`src/rtl/cfg_loop_sequencer.sv`:
```
// Configuration-driven nested loop sequencer.
// Captures the loop bounds on start, then walks layer > patch > frame > block > row,
// handing out one index tuple per valid/ready handshake and pulsing done when finished.
module cfg_loop_sequencer #(
  parameter int unsigned LENROW_W = 4,
  parameter int unsigned BLK_W    = 5,
  parameter int unsigned FRAME_W  = 2,
  parameter int unsigned PATCH_W  = 4,
  parameter int unsigned LAYER_W  = 3
) (
  input  logic                clk,
  input  logic                rst_n,
  input  logic [LENROW_W-1:0] CFG_LenRow,
  input  logic [BLK_W-1:0]    CFG_DepBlk,
  input  logic [BLK_W-1:0]    CFG_NumBlk,
  input  logic [FRAME_W-1:0]  CFG_NumFrm,
  input  logic [PATCH_W-1:0]  CFG_NumPat,
  input  logic [LAYER_W-1:0]  CFG_NumLay,
  input  logic                start,
  input  logic                abort,
  input  logic                idx_ready,
  output logic                idx_valid,
  output logic [LENROW_W-1:0] idx_row,
  output logic [BLK_W-1:0]    idx_blk,
  output logic [FRAME_W-1:0]  idx_frm,
  output logic [PATCH_W-1:0]  idx_pat,
  output logic [LAYER_W-1:0]  idx_lay,
  output logic [BLK_W-1:0]    dep_blk,
  output logic                last_row,
  output logic                last_all,
  output logic                busy,
  output logic                done
);

  localparam logic [1:0] StIdle = 2'd0;
  localparam logic [1:0] StRun  = 2'd1;
  localparam logic [1:0] StDone = 2'd2;

  logic [1:0]          state_q, state_d;

  // Configuration snapshot, frozen for the whole sequence
  logic [LENROW_W-1:0] lenrow_q, lenrow_d;
  logic [BLK_W-1:0]    depblk_q, depblk_d;
  logic [BLK_W-1:0]    numblk_q, numblk_d;
  logic [FRAME_W-1:0]  numfrm_q, numfrm_d;
  logic [PATCH_W-1:0]  numpat_q, numpat_d;
  logic [LAYER_W-1:0]  numlay_q, numlay_d;

  // Loop counters
  logic [LENROW_W-1:0] row_q, row_d;
  logic [BLK_W-1:0]    blk_q, blk_d;
  logic [FRAME_W-1:0]  frm_q, frm_d;
  logic [PATCH_W-1:0]  pat_q, pat_d;
  logic [LAYER_W-1:0]  lay_q, lay_d;

  logic row_wrap, blk_wrap, frm_wrap, pat_wrap, lay_wrap;
  logic at_end, running, handshake;

  // Each level wraps when it reaches its latched bound
  assign row_wrap  = (row_q == lenrow_q);
  assign blk_wrap  = (blk_q == numblk_q);
  assign frm_wrap  = (frm_q == numfrm_q);
  assign pat_wrap  = (pat_q == numpat_q);
  assign lay_wrap  = (lay_q == numlay_q);
  assign at_end    = row_wrap & blk_wrap & frm_wrap & pat_wrap & lay_wrap;
  assign running   = (state_q == StRun);
  assign handshake = running & idx_ready;

  // Next state, configuration capture and carry-chained counter advance
  always_comb begin
    state_d  = state_q;
    lenrow_d = lenrow_q;
    depblk_d = depblk_q;
    numblk_d = numblk_q;
    numfrm_d = numfrm_q;
    numpat_d = numpat_q;
    numlay_d = numlay_q;
    row_d    = row_q;
    blk_d    = blk_q;
    frm_d    = frm_q;
    pat_d    = pat_q;
    lay_d    = lay_q;

    case (state_q)
      StIdle: begin
        // abort has priority over start
        if (start && !abort) begin
          state_d  = StRun;
          lenrow_d = CFG_LenRow;
          depblk_d = CFG_DepBlk;
          numblk_d = CFG_NumBlk;
          numfrm_d = CFG_NumFrm;
          numpat_d = CFG_NumPat;
          numlay_d = CFG_NumLay;
          row_d    = '0;
          blk_d    = '0;
          frm_d    = '0;
          pat_d    = '0;
          lay_d    = '0;
        end
      end
      StRun: begin
        if (abort) begin
          state_d = StIdle;
          row_d   = '0;
          blk_d   = '0;
          frm_d   = '0;
          pat_d   = '0;
          lay_d   = '0;
        end else if (handshake) begin
          row_d = row_wrap ? '0 : row_q + LENROW_W'(1);
          if (row_wrap) begin
            blk_d = blk_wrap ? '0 : blk_q + BLK_W'(1);
          end
          if (row_wrap && blk_wrap) begin
            frm_d = frm_wrap ? '0 : frm_q + FRAME_W'(1);
          end
          if (row_wrap && blk_wrap && frm_wrap) begin
            pat_d = pat_wrap ? '0 : pat_q + PATCH_W'(1);
          end
          if (row_wrap && blk_wrap && frm_wrap && pat_wrap) begin
            lay_d = lay_wrap ? '0 : lay_q + LAYER_W'(1);
          end
          if (at_end) begin
            state_d = StDone;
          end
        end
      end
      StDone: begin
        // Always leaves after one cycle; an abort here also lands in idle
        state_d = StIdle;
        row_d   = '0;
        blk_d   = '0;
        frm_d   = '0;
        pat_d   = '0;
        lay_d   = '0;
      end
      default: begin
        state_d = StIdle;
      end
    endcase
  end

  // State, snapshot and counter registers
  always_ff @(posedge clk or negedge rst_n) begin
    if (!rst_n) begin
      state_q  <= StIdle;
      lenrow_q <= '0;
      depblk_q <= '0;
      numblk_q <= '0;
      numfrm_q <= '0;
      numpat_q <= '0;
      numlay_q <= '0;
      row_q    <= '0;
      blk_q    <= '0;
      frm_q    <= '0;
      pat_q    <= '0;
      lay_q    <= '0;
    end else begin
      state_q  <= state_d;
      lenrow_q <= lenrow_d;
      depblk_q <= depblk_d;
      numblk_q <= numblk_d;
      numfrm_q <= numfrm_d;
      numpat_q <= numpat_d;
      numlay_q <= numlay_d;
      row_q    <= row_d;
      blk_q    <= blk_d;
      frm_q    <= frm_d;
      pat_q    <= pat_d;
      lay_q    <= lay_d;
    end
  end

  // Outputs decode directly from registered state; no input-to-output paths
  assign idx_valid = running;
  assign busy      = (state_q != StIdle);
  assign done      = (state_q == StDone);
  assign last_row  = running & row_wrap;
  assign last_all  = running & at_end;
  assign idx_row   = row_q;
  assign idx_blk   = blk_q;
  assign idx_frm   = frm_q;
  assign idx_pat   = pat_q;
  assign idx_lay   = lay_q;
  assign dep_blk   = depblk_q;

endmodule
```
`config.mk`:
```
export PLATFORM = sky130hd
export DESIGN_NAME = cfg_loop_sequencer
export DESIGN_NICKNAME = d
export VERILOG_FILES = /design/src/rtl/cfg_loop_sequencer.sv
export SDC_FILE = /design/constraint.sdc
export NUM_CORES = 1
export LEC_CHECK = 0
export CORE_MARGIN = 5
export CORE_UTILIZATION = 52
export CTS_BUF_LIST = sky130_fd_sc_hd__clkbuf_8 sky130_fd_sc_hd__clkbuf_16
export CTS_CLUSTER_DIAMETER = 80
export DETAILED_ROUTE_END_ITERATION = 10
export GPL_TIMING_DRIVEN = 0
export MAX_ROUTING_LAYER = met4
export PLACE_DENSITY_LB_ADDON = 0.08
export SETUP_SLACK_MARGIN = 0.02
export SLEW_MARGIN = 15
export SYNTH_ARGS = -nofsm -noshare
export SYNTH_HDL_FRONTEND = slang
export SYNTH_SLANG_ARGS = --single-unit
```
`constraint.sdc`:
```
create_clock -name clk -period 3.3 [get_ports clk]
set_input_delay 0.825 -clock clk [delete_from_list [all_inputs] [get_ports clk]]
set_output_delay 0.825 -clock clk [all_outputs]
set_load 0.01 [all_outputs]
```
==> impl_metrics.py <==
metrics = {
    "clock_tree": {
        "ctsHoldBuffers": 0,
        "numCtsBuffers": 5,
        "clk_latency_ps": 300,
        "htreeDepth": 2,
        "cts_root_buf": "clkbuf_8",
        "cts_tree": "built",
        "clkSinkCount": 43,
        "clk_path_buf_depth": 2,
        "cts.clk_slew.worst_paths_ps": 80,
    },
    "timing": {
        "slew_headroom_pct": 54.5,
        "fin_hold_ws_ps": 438,
        "slew_violations": 0,
        "fin_crit_ps": 3180,
        "fmax_mhz": 315,
        "final.setup_skew_ps": 6.81,
        "hold_viol": 0,
        "max_slew.worst_pin.slew_ps": 680,
        "final-setup-viol-count": 0,
        "fin_ws_ps": 123,
        "fin_crit_sh_pct": 96.3,
    },
    "global_route": {
        "grt-ovfl-total": 0,
        "antenna_found_initial": 0,
        "grt_first_pass_wirelength_mm": 7.79,
        "grt_pass1_vias": 1665,
        "grt_max_degree": 30,
        "grt_usage_pct": 19.3,
    },
    "setup_path": {
        "endpoint": "last_all",
        "arrival_ps": 2350,
        "r2r-start": "state_q[0]$_DFFE_PN0P_",
        "critPathTopFamily": "buffers and inverters",
        "critPathCaptureType": "output port",
        "path_cells": "xnor2_1, nand4_1, buf_4, nor4b_4, and3_1, clkdlybuf4s50_1",
        "worst-path-buf-inv": 2,
        "cpPeakStageDelay_ps": 540,
        "ff2ff_path_depth": 5,
        "r2r_setup_slack_ps": 1050,
        "required_ps": 2470,
        "path_depth": 6,
        "critPathLaunchType": "register",
        "slowest_stage": "clkdlybuf4s50_1",
        "crit_type": "register to output port",
        "worstReg2RegEnd": "numlay_q[1]$_DFFE_PN0P_",
        "crit_fanout": 5,
        "crit_start": "idx_row[1]$_DFFE_PN0P_",
    },
    "drt": {
        "drt_iter0_markers": 99,
        "first_pass_iters": 4,
        "viasPerCell": 5.59,
        "vias": 1700,
        "drtAntennaViolNets": 0,
        "remaining_drc_errors": 0,
        "routed_wl_mm": 4.80,
        "wire_per_inst_um": 15.8,
    },
    "synthesis": {
        "yosysMostFrequentCell": "dfrtp_1",
        "synth_top_cell_area_share_pct": 48.8,
        "syn-num-nets": 219,
        "synth-seq-cells": 43,
        "synthAdderAreaFrac_pct": 2.27,
        "yosys.area_share.simple_pct": 14.6,
        "synthCells": 187,
        "synth_xor_area_share_pct": 7.95,
        "synthMuxAreaShare_pct": 13.6,
        "synthTopCellsByCount": "43 x dfrtp_1, 23 x mux2_2, 12 x nand2_1",
        "synth_ff_type": "dfrtp_1",
        "synth_top_area_cell": "dfrtp_1",
        "synth_area_sq_mm": 0.00220,
        "synthArstFlopShare_pct": 100,
        "synth_edf_count": 0,
        "synth-compound-area-share_pct": 10.7,
        "synth_top_family_by_area": "simple AND/OR/NAND/NOR gates",
        "yosys-top-cells-area": "dfrtp_1 49%, mux2_2 12%, xnor2_1 4.4%, xor2_1 3.6%, ha_1 2.3%",
        "yosysWarningCount": 0,
        "synth_area_per_cell_sq_um": 11.8,
        "synth_cell_types": 43,
        "synth.yosys.seq_area_share_pct": 48.8,
    },
    "die": {
        "boundaryPins": 56,
        "die_h_um": 75.1,
        "start_util_pct": 54.3,
        "core_area_sq_mm": 0.00406,
        "fp.dieW_um": 75.1,
        "die_area_sq_mm": 0.00564,
        "core.rowCount": 23,
    },
    "cells_and_area": {
        "drive_gt1_share_pct": 21.7,
        "area_delta_synth_final_pct": 35.3,
        "final_area_sq_mm": 0.00298,
        "nets": 285,
        "n_antenna_cell": 0,
    },
    "placed_design": {
        "dp_slack_ps": 208,
        "globalplace.congestion": 0.855,
        "placed_area_sq_mm": 0.00283,
        "io_buffers": 55,
        "place_hpwl_mm": 3.51,
    },
    "status": {
        "status": "complete, no violations",
    },
    "pwr": {
        "power_density_mw_per_mm2": 463,
        "p_leak_nw": 1.28,
        "peakVddDrop_uv": 377,
        "total_power_mw": 1.38,
    },
    "job": {
        "cap_violations": 0,
    },
    "worst_hold_path": {
        "hold_path.class": "input pin to async pin",
    },
}
metal layers:
layer | wire (um) | part of all wire [%] | vias to the layer above | GRT usage (%)
li1 | - | - | 801 | -
met1 | 1960 | 41 | 834 | 22.8
met2 | 2390 | 50 | 55 | 31.2
met3 | 360 | 7.5 | 10 | 5.47
met4 | 93 | 1.9 | 0 | 7.31
met5 | 0 | 0 | - | -
flip-flops by register name, indices dropped and copies added, names as in the netlist:
signal / count
idx_frm: 2
idx_pat: 4
idx_lay: 3
dep_blk: 5
numpat_q: 4
idx_blk: 5
lenrow_q: 4
numblk_q: 5
idx_row: 4
numlay_q: 3
state_q: 2
numfrm_q: 2
per-stage QoR:
stage	TNS (ps)	utilization (%)	cells
global route	-22.0	73.5	304
detailed placement	0	69.8	293
global placement	0	69.4	292
floorplan	0	-	187
finish	0	73.5	304
CTS	0	72.0	302
worst register-to-register path: stages (launching register included):
cell and delay (ps):
dfrtp_1 450, nor2_1 280, inv_1 100, nor2_1 550, buf_2 390, mux2_2 370
final cells by class:
class / instances / area, sq um
sequential: 43 / 1080
tap: 50 / 62.6
buffer: 4 / 26.3
multi-input combinational: 135 / 1130
fill: 292 / 1070
timing repair buffer: 59 / 588
clock buffer: 5 / 68.8
clock inverter: 3 / 12.5
inverter: 5 / 18.8
how the worst min path moves through the flow:
stage / startpoint / endpoint / depth (start not counted)
floorplan: numlay_q[0]$_DFFE_PN0P_ / numlay_q[0]$_DFFE_PN0P_ / 1
global placement: dep_blk[4]$_DFFE_PN0P_ / dep_blk[4]$_DFFE_PN0P_ / 1
detailed placement: dep_blk[4]$_DFFE_PN0P_ / dep_blk[4]$_DFFE_PN0P_ / 1
CTS: rst_n / state_q[0]$_DFFE_PN0P_ / 1
global route: rst_n / state_q[0]$_DFFE_PN0P_ / 1
finish: rst_n / state_q[0]$_DFFE_PN0P_ / 1
cell families (layout without fill, tap and decap cells):
| logic type | Yosys count | after routing |
|---|---|---|
| multiplexers | 26 | 26 |
| buffers and inverters | 9 | 76 |
| flip-flops | 43 | 43 |
| AO/OA/AOI/OAI | 30 | 30 |
| AND/OR/NAND/NOR | 55 | 55 |
| XOR/XNOR | 20 | 20 |
| adder cells (fa/ha/maj) | 4 | 4 |
report_power, final:
part	leakage, nW	total [mW]	switching, mW	internal (mW)
registers	0.547	0.670	0.0676	0.602
logic	0.687	0.398	0.176	0.221
clock network	0.0505	0.313	0.171	0.142
cells in the final DEF (no fill, tap or decap), types with 2 or more instances in the layout:
| cell type | synthesis | layout |
|---|---|---|
| xnor2_1 | 11 | 6 |
| inv_1 | 5 | 7 |
| a31oi_1 | 3 | 3 |
| clkdlybuf4s50_1 | 0 | 54 |
| xor2_1 | 9 | 9 |
| nand3_1 | 8 | 8 |
| nand2_1 | 12 | 12 |
| a32o_1 | 2 | 2 |
| nand4_1 | 5 | 5 |
| a21oi_1 | 3 | 3 |
| clkbuf_8 | 0 | 5 |
| ha_1 | 4 | 4 |
| nand2b_1 | 3 | 3 |
| xnor2_2 | 0 | 5 |
| nor2_1 | 11 | 11 |
| and3_1 | 3 | 3 |
| buf_2 | 3 | 4 |
| o21a_1 | 2 | 2 |
| nor3b_1 | 2 | 2 |
| nor3_1 | 2 | 2 |
| buf_4 | 0 | 3 |
| mux2_2 | 23 | 23 |
| o21ai_0 | 9 | 9 |
| mux2_4 | 2 | 2 |
| dfrtp_1 | 43 | 43 |
timing repair:
action	CTS	global route
resized for setup	0	6
pin swaps	1	2
setup endpoints to repair	1	1
setup buffers	1	2
Power figures use the tool's default switching activity.
